$ cat src/rtl/buzzer_pkg.sv
// Shared types and the stored note patterns for the buzzer sequencer.
package buzzer_pkg;

    typedef enum logic [2:0] {MUTE, DO, RE, MI, PA, SOL, RA, SI} tone_e;

    typedef struct packed {
        tone_e      tone;
        logic [3:0] dur;
        logic       last;
    } step_t;

    typedef enum logic [1:0] {IDLE, NOTE, REST} state_e;

    localparam int unsigned PAT_W  = 2;
    localparam int unsigned STEP_W = 3;
    localparam int unsigned DCNT_W = 8;

    localparam step_t FILL = '{MUTE, 4'd0, 1'b1};

    // 0=key beep, 1=alarm (8 steps, relies on step 7 ending it), 2=win jingle, 3=error
    localparam step_t PATTERN_ROM [4][8] = '{
        '{'{DO, 4'd3, 1'b1}, FILL, FILL, FILL, FILL, FILL, FILL, FILL},
        '{'{RA, 4'd2, 1'b0}, '{MI, 4'd2, 1'b0}, '{RA, 4'd2, 1'b0}, '{MI, 4'd2, 1'b0},
          '{RA, 4'd2, 1'b0}, '{MI, 4'd2, 1'b0}, '{RA, 4'd2, 1'b0}, '{MI, 4'd2, 1'b0}},
        '{'{DO, 4'd1, 1'b0}, '{MI, 4'd1, 1'b0}, '{SOL, 4'd2, 1'b0}, '{SI, 4'd4, 1'b1},
          FILL, FILL, FILL, FILL},
        '{'{SI, 4'd0, 1'b0}, '{MUTE, 4'd2, 1'b0}, '{RE, 4'd3, 1'b1},
          FILL, FILL, FILL, FILL, FILL}
    };

endpackage

$ cat src/rtl/buzzer_tick_gen.sv
// Restartable divider: one-cycle tick every TICK_CYCLES clocks, re-phased by restart.
module buzzer_tick_gen #(
    parameter int unsigned TICK_CYCLES = 100_000
) (
    input  logic clk,
    input  logic rst_n,
    input  logic restart,
    output logic tick_c
);
    localparam int unsigned CNT_W = (TICK_CYCLES > 1) ? $clog2(TICK_CYCLES) : 1;
    localparam logic [CNT_W-1:0] CNT_LAST = CNT_W'(TICK_CYCLES - 1);

    logic [CNT_W-1:0] cnt_q;

    always_ff @(posedge clk or negedge rst_n) begin
        if (!rst_n) begin
            cnt_q <= '0;
        end else if (restart || (cnt_q == CNT_LAST)) begin
            cnt_q <= '0;
        end else begin
            cnt_q <= cnt_q + CNT_W'(1);
        end
    end

    assign tick_c = (cnt_q == CNT_LAST);

endmodule

$ cat src/rtl/buzzer_sequencer.sv
// Shares one tone generator between prioritised requesters, each playing a stored
// note pattern with a muted gap after every note; optional preemption.
module buzzer_sequencer
    import buzzer_pkg::*;
#(
    parameter int unsigned N_REQ       = 3,
    parameter int unsigned TICK_CYCLES = 100_000,
    parameter int unsigned REST_TICKS  = 20,
    parameter int unsigned PREEMPT     = 1
) (
    input  logic               clk,
    input  logic               rst_n,
    input  logic [N_REQ-1:0]   req_i,
    input  logic [N_REQ*2-1:0] pat_id_i,
    output logic [N_REQ-1:0]   grant_o,
    output logic [2:0]         tone_sel_o,
    output logic               busy_o,
    output logic [N_REQ-1:0]   done_o,
    output logic [N_REQ-1:0]   abort_o
);
    localparam int unsigned OWN_W = (N_REQ > 1) ? $clog2(N_REQ) : 1;

    if ((REST_TICKS < 1) || (REST_TICKS > 255)) begin : g_bad_rest
        $error("REST_TICKS must be in 1..255");
    end

    state_e              state_q, state_d;
    logic [OWN_W-1:0]    owner_q, owner_d;
    logic [PAT_W-1:0]    pat_q, pat_d;
    logic [STEP_W-1:0]   step_q, step_d;
    logic [DCNT_W-1:0]   dcnt_q, dcnt_d;
    logic [N_REQ-1:0]    pend_q;
    logic [PAT_W-1:0]    pat_id_q [N_REQ];

    logic [OWN_W-1:0]    win_c;
    logic                win_valid_c;
    logic                take_c, enter_c, done_c, abort_c;
    logic                tick_c, dur_done_c, last_step_c;
    logic [DCNT_W-1:0]   target_c;
    step_t               cur_step, next_step;

    logic [N_REQ-1:0]    grant_d, done_d, abort_d;
    logic [2:0]          tone_d;
    logic                busy_d;

    buzzer_tick_gen #(.TICK_CYCLES(TICK_CYCLES)) u_tick (
        .clk     (clk),
        .rst_n   (rst_n),
        .restart (enter_c),
        .tick_c  (tick_c)
    );

    // Pending requests: a new request wins over the clear from being granted
    always_ff @(posedge clk or negedge rst_n) begin
        if (!rst_n) begin
            pend_q <= '0;
            for (int k = 0; k < N_REQ; k++) pat_id_q[k] <= '0;
        end else begin
            for (int k = 0; k < N_REQ; k++) begin
                if (req_i[k]) begin
                    pend_q[k]   <= 1'b1;
                    pat_id_q[k] <= pat_id_i[2*k +: 2];
                end else if (take_c && (win_c == OWN_W'(k))) begin
                    pend_q[k] <= 1'b0;
                end
            end
        end
    end

    // Fixed priority: lowest pending index wins
    always_comb begin
        win_c       = '0;
        win_valid_c = |pend_q;
        for (int k = N_REQ - 1; k >= 0; k--) begin
            if (pend_q[k]) win_c = OWN_W'(k);
        end
    end

    assign cur_step    = PATTERN_ROM[pat_q][step_q];
    assign last_step_c = cur_step.last | (step_q == STEP_W'(7));
    assign target_c    = (state_q == NOTE)
                         ? ((cur_step.dur == 4'd0) ? DCNT_W'(1) : {4'd0, cur_step.dur})
                         : DCNT_W'(REST_TICKS);
    assign dur_done_c  = tick_c && ((dcnt_q + DCNT_W'(1)) == target_c);

    // State and registered outputs
    always_ff @(posedge clk or negedge rst_n) begin
        if (!rst_n) begin
            state_q    <= IDLE;
            owner_q    <= '0;
            pat_q      <= '0;
            step_q     <= '0;
            dcnt_q     <= '0;
            grant_o    <= '0;
            tone_sel_o <= '0;
            busy_o     <= 1'b0;
            done_o     <= '0;
            abort_o    <= '0;
        end else begin
            state_q    <= state_d;
            owner_q    <= owner_d;
            pat_q      <= pat_d;
            step_q     <= step_d;
            dcnt_q     <= dcnt_d;
            grant_o    <= grant_d;
            tone_sel_o <= tone_d;
            busy_o     <= busy_d;
            done_o     <= done_d;
            abort_o    <= abort_d;
        end
    end

    // Next state: preemption is checked before step/pattern completion
    always_comb begin
        state_d = state_q;
        owner_d = owner_q;
        pat_d   = pat_q;
        step_d  = step_q;
        dcnt_d  = dcnt_q;
        take_c  = 1'b0;
        enter_c = 1'b0;
        done_c  = 1'b0;
        abort_c = 1'b0;
        unique case (state_q)
            IDLE: begin
                if (win_valid_c) take_c = 1'b1;
            end
            NOTE, REST: begin
                if ((PREEMPT != 0) && win_valid_c && (win_c < owner_q)) begin
                    abort_c = 1'b1;
                    take_c  = 1'b1;
                end else if (dur_done_c) begin
                    enter_c = 1'b1;
                    if (state_q == NOTE) begin
                        state_d = REST;
                    end else if (!last_step_c) begin
                        state_d = NOTE;
                        step_d  = step_q + STEP_W'(1);
                    end else begin
                        done_c  = 1'b1;
                        state_d = IDLE;
                        take_c  = win_valid_c;
                    end
                end else if (tick_c) begin
                    dcnt_d = dcnt_q + DCNT_W'(1);
                end
            end
            default: state_d = IDLE;
        endcase
        if (take_c) begin
            state_d = NOTE;
            owner_d = win_c;
            pat_d   = pat_id_q[win_c];
            step_d  = '0;
            enter_c = 1'b1;
        end
        if (enter_c) dcnt_d = '0;
    end

    assign next_step = PATTERN_ROM[pat_d][step_d];

    // Output values for the coming cycle
    always_comb begin
        busy_d  = (state_d != IDLE);
        tone_d  = (state_d == NOTE) ? 3'(next_step.tone) : 3'd0;
        grant_d = '0;
        done_d  = '0;
        abort_d = '0;
        for (int k = 0; k < N_REQ; k++) begin
            grant_d[k] = busy_d && (owner_d == OWN_W'(k));
            done_d[k]  = done_c && (owner_q == OWN_W'(k));
            abort_d[k] = abort_c && (owner_q == OWN_W'(k));
        end
    end

endmodule
$ cat config.mk
export PLATFORM = sky130hd
export DESIGN_NAME = buzzer_sequencer
export DESIGN_NICKNAME = d
export VERILOG_FILES = /design/src/rtl/buzzer_pkg.sv /design/src/rtl/buzzer_tick_gen.sv /design/src/rtl/buzzer_sequencer.sv
export SDC_FILE = /design/constraint.sdc
export NUM_CORES = 1
export LEC_CHECK = 0
export ABC_AREA = 1
export CORE_UTILIZATION = 53
export DETAILED_ROUTE_END_ITERATION = 16
export PLACE_DENSITY = 0.78
export SLEW_MARGIN = 10
export SYNTH_ARGS = -nofsm -noshare
export SYNTH_HDL_FRONTEND = slang
export SYNTH_HIERARCHICAL = 1
export SYNTH_SLANG_ARGS = --single-unit
$ cat constraint.sdc
create_clock -name clk -period 2.7 [get_ports clk]
set_clock_uncertainty 0.15 [all_clocks]
set_input_delay 0.54 -clock clk [delete_from_list [all_inputs] [get_ports clk]]
set_output_delay 0.54 -clock clk [all_outputs]
set_load 0.01 [all_outputs]
==> metrics.csv <==
stage,metric,value,unit
critical_path,Worst R2R End,tone_sel_o[1],
placed_design,port buffer count,23,
min_path,HP Class,input pin to asynchronous set/reset pin,
critical_path,CP Capture Type,flop,
pwr,largest vdd supply drop,0.343,mV
global_route,grt met1 use,0.258,
critical_path,Crit Path Category,flop to flop,
global_route,grt total ovfl,0,
critical_path,CP max-delay cell,dfrtp_1,
clocking,H-tree Lvls,2,
critical_path,CP Launch Type,flop,
pwr,Logic pwr share,0.074,
layout,Layout Nets,536,
yosys,share of the synthesized area in the top cell type,0.407,
placed_design,cell area after placement,3990,um2
pwr,Tot Pwr,1.47,mW
yosys,synthesized area,3440,um2
global_route,initial antenna violation count,0,
timing,final hold vios,0,
pwr,leakage power,2.07,nW
yosys,Post-synth ARST share,1.00,
timing,PnR worst setup slack,-0.0482,ns
timing,final hold slack,0.182,ns
yosys,synthesized area per cell,7.72,um2
yosys,Synth Area in Simple Gates,0.366,
critical_path,worst reg2reg setup slack,-0.05,ns
timing,max-slew violations,0,
status,failing checks,setup timing,
yosys,"EDFF count, synth",0,
clocking,Num CTS Buffers,5,
drt,Wirelength per Cell,11.9,um
yosys,Main synth FF type,dfrtp_1,
critical_path,crit path max fanout,5,
floorplanning,I/O pin count,24,
timing,Slew HR,0.532,
yosys,largest area contributor in the netlist,dfrtp_1,
yosys,YS warnings,6,
yosys,Compound-Gate Fraction of Synth Area,0.0618,
global_route,met3 Use GR,0.0495,
critical_path,delay of the slowest cell on the worst path,0.41,ns
critical_path,worst path required time,2.78,ns
clocking,clk_lat worst skew,0.32,ns
timing,worst slew pin tran,0.703,ns
yosys,Post-Synthesis Cells,446,
clocking,Clock Root Buffer,clkbuf_8,
drt,drt first pass iters,4,
timing,min Tclk post-route,2.75,ns
pwr,NetSw,0.376,mW
clocking,clk sink count,56,
yosys,post-synthesis mux area share,0.00327,
yosys,Netlist cell types,34,
clocking,CTS tree,built,
floorplanning,Initial Utilization,0.545,
global_route,GRT Resource Usage Total,0.228,
global_route,first-pass GRT wire length,11800,um
layout,finished layout cell area,4170,um2
pwr,clock power share,0.345,
timing,post-route setup TNS,-0.109,ns
layout,diodes inserted,0,
drt,Post-Route WL,7000,um
floorplanning,Chip Height,82.6,um
global_route,GR peak layer,met2,
timing,Fmax,0.364,GHz
layout,"most common cell after layout, fill and taps aside",nand2_1,
layout,layout cells sized above 1,0.254,
critical_path,cell mode on critical path,nor2_2,
pwr,Flop pwr share,0.582,
critical_path,r2r startpoint,u_tick/cnt_q[12],
drt,drt initial violations,91,
pwr,PD cells,353,nW/um2
run,max_cap viols,0,
yosys,Post-Synth XOR/XNOR Area,0.0178,
placed_design,hpwl dp,5290,um
yosys,dominant cells by area after synthesis,"dfrtp_1, nand2_1, inv_1",
critical_path,worst path cell trace,nor2_2 > nand2_1 > nor2_2 > nand3_2 > inv_2 > nand3_2 > nor2_1 > nand2_1 > nor2_2 > nand2_2 > inv_2 > nand3_2 > nand2_4 > nand2_4 > o21ai_4 > inv_2 > ha_4 > nor2_2 > nor2_2 > and2_1 > nor2_1,
placed_design,routability cong.,0.905,
clocking,Max clock buf depth,2,
status,outcome,finished with violations,
drt,via total after detailed routing,2940,
pwr,sw frac,0.256,
timing,RSZ-0062 raised after global routing,true,
floorplanning,Die Width,82.6,um
global_route,vias in the first global route,2852,
yosys,"Seq/Total Area, Yosys",0.407,
yosys,syn_nets,472,
timing,# setup viols final,3,
critical_path,Reg2Reg Depth,21,
drt,DRC errors left,0,
layout,"Area growth, synth to finish",21.1,%
yosys,largest family of logic cells by synthesized area,simple AND/OR/NAND/NOR gates,
drt,vias per cell,5.00,
drt,post-route ant nets,0,
global_route,largest net degree at the start of global routing,57,
critical_path,"Data arrival, critical path",2.83,ns
global_route,met2 global-route usage,0.418,
yosys,"flops & latches, synth",56,
pwr,Internal,1.10,mW
placed_design,dpl cells,574,
clocking,clock slew at reported path FFs,0.11,ns
timing,final period utilization,1.02,
layout,"commonest non-fill, non-tap cells in the layout","nand2_1, inv_1, dfrtp_1",
floorplanning,die area,6820,um2
floorplanning,Core ar.,6310,um2
layout,fin cells,588,
floorplanning,row count,29,
yosys,Synth Area in Adders,0.0545,
-- kinds of logic after synthesis --
group / after synthesis
flip-flops: 56
AND/OR/NAND/NOR: 256
adder cells (fa/ha/maj): 15
XOR/XNOR: 7
buffers and inverters: 76
multiplexers: 1
AO/OA/AOI/OAI: 35
-- Yosys cell counts, types with 5 or more instances --
master,number
nand2_4,5
dfrtp_1,56
nor3_1,7
nor2_4,5
nand3_1,29
inv_2,8
inv_1,63
nand4_1,12
nand2_2,11
ha_1,15
nand3_2,8
o21ai_1,7
nor2_1,33
nand2_1,121
nor2_2,22
o21ai_0,12
-- power groups by stage --
stage / Combinational, mW / Clock, mW / Sequential, mW
after floorplan: 0.0489 / 0 / 0.875
after global placement: 0.105 / 0 / 0.872
after detailed placement: 0.108 / 0 / 0.873
after CTS: 0.108 / 0.523 / 0.856
after global routing: 0.125 / 0.548 / 0.858
final: 0.108 / 0.507 / 0.856
-- worst max-delay path by stage --
stage	startpoint	slack [ns]	endpoint
after CTS	u_tick/cnt_q[0]	-0.02	tone_sel_o[1]
after global routing	u_tick/cnt_q[5]	-0.22	tone_sel_o[1]
after floorplan	u_tick/cnt_q[0]	-0.08	tone_sel_o[1]
after global placement	dcnt_q[0]	0.06	tone_sel_o[1]
after detailed placement	pend_q[1]	-0.04	tone_sel_o[1]
final	u_tick/cnt_q[12]	-0.05	tone_sel_o[1]
-- critical path: cells and delay by family (launching register included) --
family / cells / cell delay (ns)
simple gates: 16 / 1.43
compound gates: 1 / 0.16
flops: 1 / 0.41
fa+ha+maj: 1 / 0.27
buf+inv: 3 / 0.23
-- state kept, by name (all words and copies together) (netlist names), 3 cells and up --
name and flops:
pend_q 3, u_tick/cnt_q 17, grant_o 3, step_q 3
abort_o 3, pat_id_q 6, dcnt_q 8, done_o 3
tone_sel_o 3
-- through the flow --
step	setup WS [ns]	utilization
6_report	-0.0482	0.661
5_1_grt	-0.222	0.661
4_1_cts	-0.0159	0.651
3_5_place_dp	-0.0441	0.632
3_3_place_gp	0.0649	0.632
2_1_floorplan	-0.0815	-
-- final cells by class --
class,instances,area (um2)
inverters,73,277
clock buffers,5,68.8
flip-flops and latches,56,1400
multi-input cells,314,1800
repair buffers,60,503
fillers,554,2140
well taps,77,96.3
clock inverters,3,28.8
-- metal layers --
metal | vias to the layer above | wire, um
met5 | - | 0
met4 | 0 | 102
met3 | 9 | 191
met2 | 34 | 3720
met1 | 1370 | 2980
li1 | 1527 | -
-- what timing repair did --
item | 4_1_cts | 5_1_grt
setup endpoints to repair | 3 | 19
hold endpoints to repair | 0 | 0
gates resized for setup | 5 | 9
hold buffers | 0 | 0
buffers inserted | 1 | 5
pin swaps | 2 | 4
Power figures use the tool's default switching activity.
==> variant: new RTL, config.mk and constraints unchanged <==
Re-encode `state_e` (3 states) as one-hot, 3 bits wide.
--- a/src/rtl/buzzer_pkg.sv
+++ b/src/rtl/buzzer_pkg.sv
@@ -10,5 +10,5 @@
     } step_t;
 
-    typedef enum logic [1:0] {IDLE, NOTE, REST} state_e;
+    typedef enum logic [2:0] {IDLE = 3'b001, NOTE = 3'b010, REST = 3'b100} state_e;
 
     localparam int unsigned PAT_W  = 2;
Behaviour: no difference found for any inputs over 10 cycles, from zero or initial values and one cycle with rst_n low; not proved beyond that.
==> variant against the original RTL <==
The run still ends with setup timing left; area after synthesis is 0.94% lower; wire length is 3.0% higher; setup slack worse by 0.062 ns; design area is 3.2% higher; sequential cell count is 1 higher; critical endpoint is now tone_sel_o[2].
Power is not compared: it rests on default switching activity, and its combinational part moved more than twofold at a synthesized area within 25%.
==> variant: results (changes against the original RTL) <==
critPathArrivalTime_ns: 2.90  # +0.07 ns
layout-drive-gt1-share_pct: 25.5  # +0.080 points
htreeDepth: 3  # +1
failed_checks: "setup timing"
yosys.cell_types.count: 37  # +8.8%
worstSkewPairLatency_ns: 0.35  # +0.03 ns
path_delay_family: "simple AND/OR/NAND/NOR gates"
cts_buffers: 9  # +4
gp_congestion: 0.844  # -6.8%
path_clk_slew_ns: 0.07  # -0.04 ns
grt_max_degree: 23  # -60%
sequentialPower_mw: 1.11
synth_area_leaders: "dfrtp_1 41%, nand2_1 14%, inv_1 6.5%"
ys_seq_area_share_pct: 41.9  # +1.2 points
yosysWarningCount: 6  # unchanged
syn-num-nets: 469  # -0.64%
grtUsageTotal_pct: 23.9  # +1.1 points
setup_viol: 10  # +7
reg2reg_depth: 21  # unchanged
avgRoutedWirePerCell_um: 11.9  # +0.23%
setup_slack_ns: -0.110  # -0.0621 ns
pre_cts_slack_ns: -0.0934  # -0.0493 ns
setup.worst_path.start: "state_q[0]"
antenna_found_initial: 0  # unchanged
first_pass_iters: 4  # unchanged
cts_buffer_depth: 2  # unchanged
min_path_type: "reg -> reg"
reg.largest.list: "u_tick/cnt_q (17), dcnt_q (8), pat_id_q (6)"
place_area_um2: 4010  # +0.31%
synth_flop_cell: "dfrtp_1"
grt_pass1_vias: 2885  # +1.2%
holdPathEnd: "pat_id_q[5]"
viasPerCell: 5.03  # +0.60%
power_leakage_nw: 2.04
synth_commonest_cells: "128 x nand2_1, 59 x inv_1, 56 x dfrtp_1, 39 x nor2_1, 27 x nand3_1"
nNetsFinal: 547  # +2.1%
dp_hpwl_um: 5430  # +2.5%
cpMaxStageDelayCell: "dfstp_2"
async_reset_ff_share_pct: 100  # unchanged
dr.first_iter.drc_count: 143  # +57%
tightest_slew_ns: 0.476  # -0.226 ns
crit_path_max_fanout: 8  # +3
grt_pass1_wl_um: 12100  # +2.6%
critPathMaxStageDelay_ns: 0.52  # +0.11 ns
status: "finished, violations left"
cp-endpoint: "tone_sel_o[2]"
variant: through the flow:
step	total power, mW	hold slack, ns	setup TNS (ns)	cells
floorplan	2.22	0.0944	-0.448	446
global placement	2.73	0.302	-0.0446	582
detailed placement	2.77	0.304	-0.273	582
CTS	3.55	0.322	-0.228	602
global route	3.90	0.346	-6.01	604
finish	3.63	0.319	-0.320	604
variant: cells by family (layout without fill, tap and decap cells):
group / count (synthesis) / in the layout / share of synthesized area (%)
and+or+nand+nor: 260 / 260 / 35.6
xor gates and xnor gates: 8 / 8 / 2.05
DFF: 57 / 57 / 41.9
buffers and inverters: 68 / 151 / 8.33
adders and majority gates: 12 / 12 / 4.40
AOI/OAI and AO/OA: 40 / 40 / 7.41
muxes: 1 / 1 / 0.330
variant: worst register-to-register path: cells and delay by family, from the launching register on:
kind | cells | cell delay (ns)
buffers and inverters | 4 | 0.49
flip-flops | 1 | 0.52
AND/OR/NAND/NOR | 15 | 0.99
AO/OA/AOI/OAI | 1 | 0.26
adder cells (fa/ha/maj) | 1 | 0.29
variant: area by class of cell:
class,instances,area [um2]
multi-input cells,321,1770
fillers,482,1760
flip-flops and latches,57,1430
repair buffers,70,581
inverters,65,246
clock buffers,10,138
well taps,75,93.8
clock inverters,6,51.3
variant: what timing repair did:
item / CTS / global route
pin swaps: 7 / 15
hold endpoints to repair: 19 / 0
resized for setup: 7 / 13
setup endpoints to repair: 11 / 31
buffers inserted: 3 / 2
hold buffers: 1 / 0
variant: routing by layer:
metal  vias up  share of wire, %  global-route usage (%)
met1      1410                45                    27.7
met5         -                 0                       0
met2        57                50                    41.5
met3         8               4.1                    6.37
li1       1563                 -                       -
met4         0               1.2                    10.0
